**src/rtl/edge_detector_multi.sv**
```systemverilog
// Multi-channel synchronised, glitch-filtered edge detector with per-channel saturating counters.
// Define EDGE_STICKY_EN to add per-channel sticky edge flags (ovSticky, cleared by ivStickyClr).

module edge_detector_multi #(
  parameter int unsigned CHANNELS      = 4,
  parameter int unsigned SYNC_STAGES   = 2,
  parameter int unsigned FILTER_CYCLES = 4,
  parameter int unsigned CNT_WIDTH     = 16
) (
  input  logic                  iClk,
  input  logic                  iReset,
  input  logic                  iCE,
  input  logic [CHANNELS-1:0]   ivSignal,
  input  logic [2*CHANNELS-1:0] ivMode,
  input  logic                  iCntClr,
  input  logic [3:0]            iCntSel,
  output logic [CHANNELS-1:0]   ovLevel,
  output logic [CHANNELS-1:0]   ovPosedge,
  output logic [CHANNELS-1:0]   ovNegedge,
  output logic [CHANNELS-1:0]   ovEdge,
`ifdef EDGE_STICKY_EN
  input  logic [CHANNELS-1:0]   ivStickyClr,
  output logic [CHANNELS-1:0]   ovSticky,
`endif
  output logic [CNT_WIDTH-1:0]  ovCount
);

  // Filter counter holds 0..FILTER_CYCLES-1; reaching FILTER_CYCLES is the accept itself.
  localparam int unsigned FiltW = (FILTER_CYCLES > 1) ? $clog2(FILTER_CYCLES) : 1;
  localparam logic [FiltW-1:0] FiltLast = FiltW'(FILTER_CYCLES - 1);

  logic [SYNC_STAGES-1:0] syncQ   [CHANNELS];
  logic [FiltW-1:0]       filtCnt [CHANNELS];
  logic [CNT_WIDTH-1:0]   edgeCnt [CHANNELS];

  logic [CHANNELS-1:0] sample, accept, riseEn, fallEn, rise, fall;

  always_comb begin
    for (int i = 0; i < CHANNELS; i++) begin
      sample[i] = syncQ[i][SYNC_STAGES-1];
      accept[i] = (sample[i] != ovLevel[i]) && (filtCnt[i] == FiltLast);
      riseEn[i] = ivMode[2*i];
      fallEn[i] = ivMode[2*i+1];
    end
    rise = accept & ~ovLevel;
    fall = accept & ovLevel;
  end

  always_ff @(posedge iClk) begin
    if (iReset) begin
      for (int i = 0; i < CHANNELS; i++) begin
        syncQ[i]   <= '0;
        filtCnt[i] <= '0;
        edgeCnt[i] <= '0;
      end
      ovLevel   <= '0;
      ovPosedge <= '0;
      ovNegedge <= '0;
      ovEdge    <= '0;
    end else begin
      if (iCE) begin
        for (int i = 0; i < CHANNELS; i++) begin
          syncQ[i] <= {syncQ[i][SYNC_STAGES-2:0], ivSignal[i]};
          if (sample[i] == ovLevel[i]) begin
            filtCnt[i] <= '0;
          end else if (accept[i]) begin
            filtCnt[i] <= '0;
            ovLevel[i] <= sample[i];
          end else begin
            filtCnt[i] <= filtCnt[i] + FiltW'(1);
          end
        end
        ovPosedge <= rise;
        ovNegedge <= fall;
        ovEdge    <= (rise & riseEn) | (fall & fallEn);
      end else begin
        // Pulses must stay one iClk wide even when iCE is slow.
        ovPosedge <= '0;
        ovNegedge <= '0;
        ovEdge    <= '0;
      end
      for (int i = 0; i < CHANNELS; i++) begin
        if (iCntClr) begin
          edgeCnt[i] <= '0;
        end else if (ovEdge[i] && (edgeCnt[i] != {CNT_WIDTH{1'b1}})) begin
          edgeCnt[i] <= edgeCnt[i] + CNT_WIDTH'(1);
        end
      end
    end
  end

`ifdef EDGE_STICKY_EN
  // Set has priority over clear so an edge is never lost.
  always_ff @(posedge iClk) begin
    if (iReset) begin
      ovSticky <= '0;
    end else begin
      ovSticky <= ovEdge | (ovSticky & ~ivStickyClr);
    end
  end
`endif

  always_comb begin
    ovCount = '0;
    for (int i = 0; i < CHANNELS; i++) begin
      if (iCntSel == 4'(i)) begin
        ovCount = edgeCnt[i];
      end
    end
  end

endmodule

```
**config.mk**
```make
export PLATFORM = sky130hd
export DESIGN_NAME = edge_detector_multi
export DESIGN_NICKNAME = d
export VERILOG_FILES = /design/src/rtl/edge_detector_multi.sv
export SDC_FILE = /design/constraint.sdc
export NUM_CORES = 1
export LEC_CHECK = 0
export ABC_AREA = 0
export BUFFER_PORTS_ARGS = -buffer_cell sky130_fd_sc_hd__clkbuf_2
export CAP_MARGIN = 20
export CORE_MARGIN = 4
export CORE_UTILIZATION = 45
export CTS_CLUSTER_DIAMETER = 200
export DETAILED_ROUTE_END_ITERATION = 16
export HOLD_SLACK_MARGIN = 0.03
export SETUP_SLACK_MARGIN = 0.4
export SYNTH_ARGS = -nofsm -noshare
export SYNTH_HDL_FRONTEND = slang
export SYNTH_SLANG_ARGS = --single-unit
```
**constraint.sdc**
```tcl
create_clock -name iClk -period 2.6 [get_ports iClk]
set_input_delay 0.26 -clock iClk [delete_from_list [all_inputs] [get_ports iClk]]
set_output_delay 0.26 -clock iClk [all_outputs]
set_load 0.01 [all_outputs]
```
==> key figures <==
Yosys
  • Yosys reg bits: 96
  • Syn nets: a little under 500
  • Synth async-reset ratio: 0
  • YS warnings: 0
  • Mean Syn Cell Area: ~11 um2
  • Top_reg_cell synth: edfxtp_1
  • Gate Count Post-Synth: 466
  • Dominant cells by area after synthesis: edfxtp_1 47%, dfxtp_1 6.3%, xnor2_1 6.2%
  • Number of flops mapped to enable cells by yosys: 80
  • Ranking of synthesized cells by instance count: 80 x edfxtp_1, 72 x nor2_1, 36 x xnor2_1
  • Most instantiated library cell after synthesis: edfxtp_1
  • Sequential cell area fraction in the yosys report: 0.537
  • Synth cell types: 37
  • Share of the synthesized area in the top cell type: 0.474
  • Largest area contributor in the synthesized netlist: edfxtp_1
  • Post-synth design cell area: just over 5000 um2

Finish
  • Layout overhead on the synthesized area: 16.5%
  • Final net count: 552
  • Fillers: 977
  • Number of diodes: 0
  • Non-Filler Instances: between 600 and 700
  • Layout cells sized above 1: 0.195
  • Final Core Density: 0.540

Routing
  • Via Count: about 3800
  • Detail-routed via count per cell: between 5 and 6
  • Iteration count of the initial detailed-routing pass: 5
  • Final antenna-violating net count: 0
  • DRC Markers: 0
  • Drt total wl: ~12000 um
  • WL/cell: 17.7 um
  • Drt initial violations: between 300 and 400

Clock network
  • H-tree depth: 3
  • Clock latency on the worst-skew pair: ~0.35 ns
  • Clk slew on worst S/H paths: 0.07 ns
  • Max Root-Sink Buffers: 2
  • CTS buffer count: 9
  • CTS Root Cell: clkbuf_16
  • CTS tree: done
  • Clock sink total: 96

Run
  • Max-capacitance violation count: 0

STA
  • Highest clock rate: roughly 480 MHz
  • Final Max Slew Viols: 0
  • Final setup skew: around 0.0077 ns
  • Final hold violation count: 0
  • Unrepaired setup endpoints after global routing: no
  • Tcrit/Tclk final: 0.808
  • Setup TNS: 0 ns
  • Final min period: 2.10 ns
  • Final setup viols: 0
  • Measured slew at the worst slew-check pin: 0.641 ns
  • Max-slew headroom: 0.570

Die
  • Site Rows: 38
  • Die X: about 110 um
  • Die Ht: 114 um
  • Num ports: 52
  • Die area: between 10000 and 15000 um2
  • Initial Util: 0.463
  • Floorplan Core Area: between 10000 and 15000 um2

Placement
  • Post-DP HPWL: 8590 um
  • Placed Instances: around 650
  • IO buf count: around 50
  • Routability cong.: approximately 0.87

Power
  • PwrDens: 571 nW/um2
  • Leakage power: 2.04 nW
  • Max IR drop VDD: 288 uV

Critical path
  • CP Max Fanout: 9
  • Kind of start point of the critical path: register
  • FF-to-FF path depth: 6
  • Critical path type: register to register
  • Worst endpoint required time: 2.70 ns
  • Worst Path Arrival: about 2.2 ns
  • CP endpoint kind: register

Outcome
  • Status: finished clean

Global route
  • Largest net degree at the start of global routing: 19
  • Gr usage total: 0.186
  • Grt ovf: 0
  • Initial antenna violation count: 0
  • Vias in the first global route: roughly 3600
  • First-pass GRT wire length: 18900 um

Worst hold path
  • Hold Crit Depth: 2
  • Worst min-delay path class: input port to register
[registers in the layout (all words and copies together) (netlist names)]
signal	flops
ovLevel	4
syncQ	8
ovNegedge	4
filtCnt	8
ovEdge	4
edgeCnt	64
ovPosedge	4
[cell families after synthesis]
kind of cell             Yosys count  synth area share
AND/OR/NAND/NOR                  223             0.227
AO/OA/AOI/OAI                     49            0.0798
XOR/XNOR                          56            0.0968
adder cells (fa/ha/maj)            8            0.0198
multiplexers                       3            0.0133
flip-flops                        96             0.537
buffers and inverters             31            0.0262
[routing by layer]
layer	wire, um	vias to the layer above	global-route usage
met1	5690	1833	0.260
met2	5480	78	0.295
met4	169	0	0.0570
li1	-	1851	-
met5	0	-	0
met3	533	11	0.0365
[worst max-delay path, cell delays in order (launching register included)]
cell      delay [ns]
edfxtp_1        0.44
ha_4            0.19
inv_1           0.07
or4_4           0.57
o21bai_2        0.29
buf_4           0.23
nor2_1          0.07
[cell type report]
class	count	area, um2	share of cell area
clock buffers	9	225	0.0381
clock inverters	7	87.6	0.0148
inverters	11	41.3	0.00699
multi-input cells	340	2280	0.387
flip-flops and latches	96	2720	0.461
well taps	140	175	0.0297
repair buffers	66	368	0.0623
[power by group]
group	leakage (nW)	internal [mW]	switching [mW]	total, mW
clock network	0.154	0.768	0.619	1.39
logic	0.872	0.0825	0.100	0.183
registers	1.02	1.72	0.0799	1.80
[final timing paths]
kind                  from       endpoint  slack [ns]
max          edgeCnt[1][0]  edgeCnt[1][3]        0.50
min              ivMode[2]      ovEdge[1]        0.13
max reg2reg  edgeCnt[1][0]  edgeCnt[1][3]        0.50
min reg2reg     ovLevel[3]     ovLevel[3]        0.52
[cells in the final DEF (no fill, tap or decap), types with 15 or more instances in the layout]
cell type   n
buf_4      15
edfxtp_1   80
dfxtp_1    16
nor2_1     72
a22o_1     17
nand3_1    31
xor2_1     20
nand4_1    19
xnor2_1    36
nand2_1    30
clkbuf_2   51
[metrics by stage]
stage	setup slack, ns	total power [mW]	area [um2]	hold slack, ns
after floorplan	0.442	1.92	5070	0.386
after global routing	0.414	3.50	5900	0.125
after CTS	0.448	3.39	5850	0.122
after detailed placement	0.285	2.01	5510	0.478
after global placement	0.292	2.01	5510	0.481
final	0.500	3.37	5900	0.129
[timing repair]
action / in CTS / in global routing
hold buffers: 0 / 0
cloned: 0 / 1
endpoints found under the setup margin: 36 / 69
pin swaps: 0 / 1
setup buffers: 2 / 1
gates resized for setup: 3 / 7
Note: power is estimated with default switching activity, not from simulation.
